**config.mk**
```make
export PLATFORM = sky130hd
export DESIGN_NAME = full_adder_unit
export DESIGN_NICKNAME = d
export VERILOG_FILES = /design/src/rtl/full_adder_pkg.sv /design/src/rtl/full_adder_unit_fa_cell.sv /design/src/rtl/full_adder_unit.sv
export SDC_FILE = /design/constraint.sdc
export NUM_CORES = 1
export LEC_CHECK = 0
export BUFFER_PORTS_ARGS = -buffer_cell sky130_fd_sc_hd__buf_2
export CORE_AREA = 2 2 39 41
export CTS_BUF_LIST = sky130_fd_sc_hd__clkbuf_16
export DETAILED_ROUTE_END_ITERATION = 16
export DIE_AREA = 0 0 41 43
export GPL_ROUTABILITY_DRIVEN = 0
export HOLD_SLACK_MARGIN = 0.08
export PLACE_DENSITY = 0.3
export SETUP_SLACK_MARGIN = 0.05
export SLEW_MARGIN = 20
export SYNTH_ARGS = -nofsm -noshare
export SYNTH_HDL_FRONTEND = slang
export SYNTH_SLANG_ARGS = --single-unit
```
**constraint.sdc**
```tcl
create_clock -name clk -period 1 [get_ports clk]
set_input_delay 0.05 -clock clk [delete_from_list [all_inputs] [get_ports clk]]
set_output_delay 0.05 -clock clk [all_outputs]
set_load 0.02 [all_outputs]
```
**src/rtl/full_adder_pkg.sv**
```systemverilog
// Shared definitions for the registered ripple-carry adder.
// Holds the width limit and a plain-arithmetic reference for {carry, sum}.
package full_adder_pkg;

  localparam int MAX_WIDTH = 64;

  // Returns {carry, sum} in bits [width:0]; upper bits are zero.
  function automatic logic [MAX_WIDTH:0] fa_ref(input logic [MAX_WIDTH-1:0] a,
                                                input logic [MAX_WIDTH-1:0] b,
                                                input logic                 cin,
                                                input int                   width);
    logic [MAX_WIDTH:0] mask;
    logic [MAX_WIDTH:0] full;
    mask = ({{MAX_WIDTH{1'b0}}, 1'b1} << width) - 1'b1;
    full = ({1'b0, a} & mask) + ({1'b0, b} & mask) + {{MAX_WIDTH{1'b0}}, cin};
    return full;
  endfunction

endpackage

```
**src/rtl/full_adder_unit_fa_cell.sv**
```systemverilog
// Combinational 1-bit full-adder cell, the building block of the ripple chain.
module fa_cell (
  input  logic a,
  input  logic b,
  input  logic cin,
  output logic sum,
  output logic ca
);

  assign sum = a ^ b ^ cin;
  assign ca  = (a & b) | (a & cin) | (b & cin);

endmodule

```
**src/rtl/full_adder_unit.sv**
```systemverilog
// Registered WIDTH-bit ripple-carry full adder with a valid flag.
// Optional FULL_ADDER_OVF_EN adds a registered two's-complement overflow output.
module full_adder_unit
  import full_adder_pkg::*;
#(
  parameter int WIDTH = 1
) (
  input  logic             clk,
  input  logic             rst_n,
  input  logic             in_valid,
  input  logic [WIDTH-1:0] a,
  input  logic [WIDTH-1:0] b,
  input  logic             cin,
  output logic [WIDTH-1:0] sum,
  output logic             ca,
  output logic             out_valid
`ifdef FULL_ADDER_OVF_EN
  ,
  output logic             ovf
`endif
);

  if (WIDTH < 1 || WIDTH > MAX_WIDTH) begin : g_width_check
    $error("full_adder_unit: WIDTH out of range");
  end

  logic [WIDTH:0]   c;
  logic [WIDTH-1:0] s;
  logic [WIDTH-1:0] sum_p1;
  logic             ca_p1;
  logic             vld_p1;

  assign c[0] = cin;

  for (genvar i = 0; i < WIDTH; i++) begin : g_cell
    fa_cell u_cell (
      .a   (a[i]),
      .b   (b[i]),
      .cin (c[i]),
      .sum (s[i]),
      .ca  (c[i+1])
    );
  end

  // Stage p1: output register; data holds when no valid input arrives
  always_ff @(posedge clk or negedge rst_n) begin
    if (!rst_n) begin
      sum_p1 <= '0;
      ca_p1  <= 1'b0;
      vld_p1 <= 1'b0;
    end else begin
      vld_p1 <= in_valid;
      if (in_valid) begin
        sum_p1 <= s;
        ca_p1  <= c[WIDTH];
      end
    end
  end

  assign sum       = sum_p1;
  assign ca        = ca_p1;
  assign out_valid = vld_p1;

`ifdef FULL_ADDER_OVF_EN
  logic ovf_p1;

  // For WIDTH=1, c[WIDTH-1] is c[0], i.e. cin.
  always_ff @(posedge clk or negedge rst_n) begin
    if (!rst_n) begin
      ovf_p1 <= 1'b0;
    end else if (in_valid) begin
      ovf_p1 <= c[WIDTH] ^ c[WIDTH-1];
    end
  end

  assign ovf = ovf_p1;
`endif

endmodule

```
==> flow_summary.yaml, run 1 <==
outcome:
  status: "finished, final reports clean"
final_layout:
  diodes: 0
  layout_common_cells: "buf_2 (8), dfrtp_1 (3), clkbuf_16 (3)"
  area_delta_synth_final_pct: 135.1
  final_common_cell: "buf_2"
  stdcell_count: 36
  final_nets: 28
  drive_gt1_share_pct: 65.00
die:
  die-area_sq_um: 1763
  design.core.area_sq_um: 1384
  die_w_um: 41
  start_util_pct: 8.499
  io_pins: 9
  die_h_um: 43
  floorplan.rows: 14
worst_setup_path:
  worstPathRequired_ns: 1.10
  cp-startpoint: "in_valid"
  cp-end-kind: "register"
  slowest_delay_ns: 0.52
  reg2reg_from: "ca"
  cp.arrival_ns: 1.02
  critPathKind: "in -> reg"
  cp_max_fo: 3
  r2r_slack_ns: 0.26
  slowest_stage: "dlygate4sd3_1"
  critPathLaunchType: "primary input"
  rr_worst_depth: 1
  path_cells: "dlygate4sd3_1 > buf_2 > mux2_2"
  worstReg2RegEnd: "ca"
  crit_end: "sum"
timing:
  worst_slew_pin_slew_ns: 0.1134
  max_clock_freq_mhz: 1093
  fin_crit_sh_pct: 91.53
  maxSlewViolCount: 0
  layout_min_cycle_time_ns: 0.9153
  setup_viol: 0
  hold_violations: 0
  rsz0062_at_grt: "no"
  slew_headroom_pct: 92.49
  skew_ns: 0
power:
  p_comb_share_pct: 8.9
  p_sw_share_pct: 18.11
  p_leak_nw: 0.1324
  p_clk_share_pct: 74.1
  p_sw_w: 0.0001523
  internal_power_w: 0.0006887
  power_w: 0.0008410
  seq_power_share_pct: 17.0
  p_per_area_nw_per_um2: 3041
  ir_drop_mv: 0.6329
global_routing:
  antenna_found_initial: 0
  grt_max_degree: 4
  grt_util_all_layers_pct: 4.839
  grt_pass1_vias: 111
  grt.overflow.total: 0
  grt_pass1_wl_um: 427
routing:
  highest_layer: "met4"
  routedLengthMet1_um: 125
  wl_per_cell_um: 8.361
  wl_met2_um: 82
  drtIter0Drc: 0
  route.vias.total: 103
  drc: 0
  finalWirelength_um: 301
  vias_per_cell: 2.861
  wl_met3_um: 68
  dr.pass1.iters: 1
  ant_nets: 0
synth:
  synth.ff_latch_count: 3
  ys_types: 3
  netlist_instances: 6
  synth-seq-area-share_pct: 63.83
  syn_nets: 13
  ys.warnings.count: 0
  synth_area_sq_um: 117.6
  avgSynthCellArea_sq_um: 19.60
placement:
  dp_cells: 30
  numPortBuffers: 8
clock_tree:
  clk_pin_slew_worst_paths_ns: 0.03
  insertion_delay_ns: 0.22
  cts_resized: 0
  cts_htree_levels: 1
  cts.sinks: 3
  clock-root-buffer: "clkbuf_16"
  clockBufferDepth: 2
  numCtsBuffers: 3
  cts_tree: "done"
flow_run:
  maxCapViolations: 0
min_path:
  min_path_type: "in -> async"
## state kept, by name (all words and copies together) (netlist names)
signal and cells:
out_valid 1, ca 1, sum 1
## layer usage
metal / up-vias / GRT usage [%]
met3: 4 / 6.283
met5: - / 0
met1: 41 / 3.909
met4: 0 / 8.000
li1: 47 / -
met2: 11 / 3.750
## critical path: cells and delay by family
kind	cells	cell delay, ns
buffers and inverters	2	0.64
muxes	1	0.33
## per-stage QoR
| stage | setup WS (ns) | hold WS [ns] | util [%] | cell area, sq um | setup TNS, ns |
|---|---|---|---|---|---|
| final | 0.08471 | 0.1544 | 19.98 | 276.5 | 0 |
| after global routing | 0.05752 | 0.1721 | 19.98 | 276.5 | 0 |
| after CTS | 0.07837 | 0.1562 | 19.98 | 276.5 | 0 |
| after detailed placement | -0.01963 | -0.1502 | 12.84 | 177.7 | -0.01963 |
| after global placement | -0.02383 | -0.1507 | 12.84 | 177.7 | -0.02383 |
| after floorplan | 0.1241 | -0.2456 | - | 117.6 | 0 |
## Yosys cell counts
library cell,number,share of area (%)
dfrtp_1,3,64
fa_1,1,17
mux2_2,2,19
## area by class of cell
class                           count  area [sq um]
Multi-Input combinational cell      3         42.54
Fill cell                         161          1107
Tap cell                           16         20.02
Timing Repair Buffer               10         60.06
Clock inverter                      1         3.754
Clock buffer                        3         75.07
Sequential cell                     3         75.07
## how the worst min path moves through the flow
stage               start         to  slack (ns)  cells past startpoint
floorplan           rst_n         ca       -0.25                      0
global placement    rst_n        sum       -0.15                      1
detailed placement  rst_n         ca       -0.15                      1
CTS                 rst_n  out_valid        0.16                      2
global route        rst_n  out_valid        0.17                      2
finish              rst_n  out_valid        0.15                      2
## kinds of logic after synthesis
logic type	synth area share, %
flops	63.83
fa+ha+maj	17.02
mux	19.15
## what timing repair did
item,in CTS,in global routing
endpoints found under the setup margin,0,0
hold buffers,2,0
setup buffers,0,0
hold endpoints to repair,4,0
## power by group through the flow
stage           logic, W  clock network, W  registers, W
6_report       0.0000746          0.000623      0.000143
3_3_place_gp   0.0000704                 0      0.000145
4_1_cts        0.0000761          0.000631      0.000143
2_1_floorplan  0.0000159                 0      0.000165
3_5_place_dp   0.0000700                 0      0.000145
5_1_grt        0.0000802          0.000644      0.000146
Note: power is estimated with default switching activity, not from simulation.
==> run 2: changes to the inputs <==
RECOVER_POWER = 50   (was unset)
==> run 2 against run 1 <==
Net effect:
- critical path depth unchanged
- first-iteration DRC count unchanged
- clock power about the same
- clock skew unchanged
- highest routed layer unchanged
- largest cell class unchanged
- global-route usage unchanged
- critical path type unchanged
- register-to-register slack about the same
==> flow_summary.yaml, run 2 (synthesized netlist as in run 1, its figures left out) <==
die:
  die_w_um: 41
  die_h_um: 43
  start_util_pct: 8.499
  floorplan.rows: 14
  design.core.area_sq_um: 1384
  die-area_sq_um: 1763
  io_pins: 9
routing:
  dr.pass1.iters: 1
  drc: 0
  drtIter0Drc: 0
  route.vias.total: 103
  wl_per_cell_um: 8.306
  vias_per_cell: 2.861
  ant_nets: 0
  finalWirelength_um: 299
clock_tree:
  clock-root-buffer: "clkbuf_16"
  clockBufferDepth: 2
  cts_resized: 0
  cts_tree: "done"
  clk_pin_slew_worst_paths_ns: 0.03
  numCtsBuffers: 3
  insertion_delay_ns: 0.22
  cts_hold_buf: 2
  cts_setup_buffers: 0
  cts.sinks: 3
  cts_htree_levels: 1
worst_setup_path:
  critPathLaunchType: "primary input"
  critPathKind: "in -> reg"
  worstPathRequired_ns: 1.10
  rr_worst_depth: 1
  r2r_slack_ns: 0.26
  cp_max_fo: 3
  cp-startpoint: "in_valid"
  reg2reg_from: "ca"
  slowest_stage: "dlygate4sd3_1"
  worstReg2RegEnd: "ca"
  cp-end-kind: "register"
  path_cells: "dlygate4sd3_1 > buf_2 > mux2_2"
  cp.arrival_ns: 1.02
  slowest_delay_ns: 0.52
flow_run:
  maxCapViolations: 0
final_layout:
  stdcell_count: 36
  area_delta_synth_final_pct: 134.0
  final_area_sq_um: 275.3
  final_common_cell: "buf_2"
  drive_gt1_share_pct: 60.00
  layout_common_cells: "buf_2 (7), dfrtp_1 (3), clkbuf_16 (3)"
  diodes: 0
  final_nets: 28
global_routing:
  grt.overflow.total: 0
  grt_pass1_wl_um: 427
  grt_max_degree: 4
  grt_util_all_layers_pct: 4.839
  grt_pass1_vias: 111
  antenna_found_initial: 0
timing:
  fin_ws_ns: 0.08471
  hold_ws_ns: 0.1695
  layout_min_cycle_time_ns: 0.9153
  hold_violations: 0
  max_clock_freq_mhz: 1093
  fin_crit_sh_pct: 91.53
  skew_ns: 0
  setup_viol: 0
  slew_headroom_pct: 88.70
  rsz0062_at_grt: "no"
  worst_slew_pin_slew_ns: 0.1695
  setup_tns_ns: 0
  maxSlewViolCount: 0
placement:
  dp_slack_ns: -0.01963
  dp_cells: 30
  placedInstanceArea_sq_um: 177.7
  numPortBuffers: 8
power:
  p_leak_nw: 0.1296
  ir_drop_mv: 0.6329
  p_per_area_nw_per_um2: 3053
min_path:
  min_path_type: "in -> async"
outcome:
  status: "finished, final reports clean"
-- run 2: layer usage --
| metal | wire length [um] | track usage (%) | vias to the layer above |
|---|---|---|---|
| met5 | 0 | 0 | - |
| met3 | 68 | 6.283 | 4 |
| met2 | 82 | 3.750 | 11 |
| met4 | 25 | 8.000 | 0 |
| met1 | 123 | 3.909 | 41 |
| li1 | - | - | 47 |
-- run 2: per-stage QoR --
stage                     power [W]  utilization [%]
after floorplan           0.0001809                -
after global placement    0.0002156            12.84
after detailed placement  0.0002147            12.84
after CTS                 0.0008509            19.98
after global routing      0.0008697            19.89
final                     0.0008404            19.89
-- run 2: report_power, final --
| group | internal (W) | switching [W] | total [W] |
|---|---|---|---|
| clock network | 0.000515 | 0.000108 | 0.000623 |
| registers | 0.000137 | 0.00000569 | 0.000143 |
| logic | 0.0000352 | 0.0000388 | 0.0000740 |
| total | 0.000688 | 0.000152 | 0.000840 |
-- run 2: worst max path at each step --
stage | endpoint | slack [ns] | cells after the start
6_report | sum | 0.08 | 3
3_5_place_dp | sum | -0.02 | 3
2_1_floorplan | sum | 0.12 | 2
3_3_place_gp | sum | -0.02 | 3
5_1_grt | sum | 0.06 | 3
4_1_cts | ca | 0.08 | 3
-- run 2: final cells by class --
cell class / count / area (sq um)
flip-flops and latches: 3 / 75.07
well taps: 16 / 20.02
clock buffers: 3 / 75.07
fillers: 159 / 1109
clock inverters: 1 / 3.754
multi-input cells: 3 / 42.54
repair buffers: 10 / 58.81
-- run 2: worst max-delay path, delay by kind of cell --
kind / cells / cell delay (ns)
buffers and inverters: 2 / 0.64
muxes: 1 / 0.33
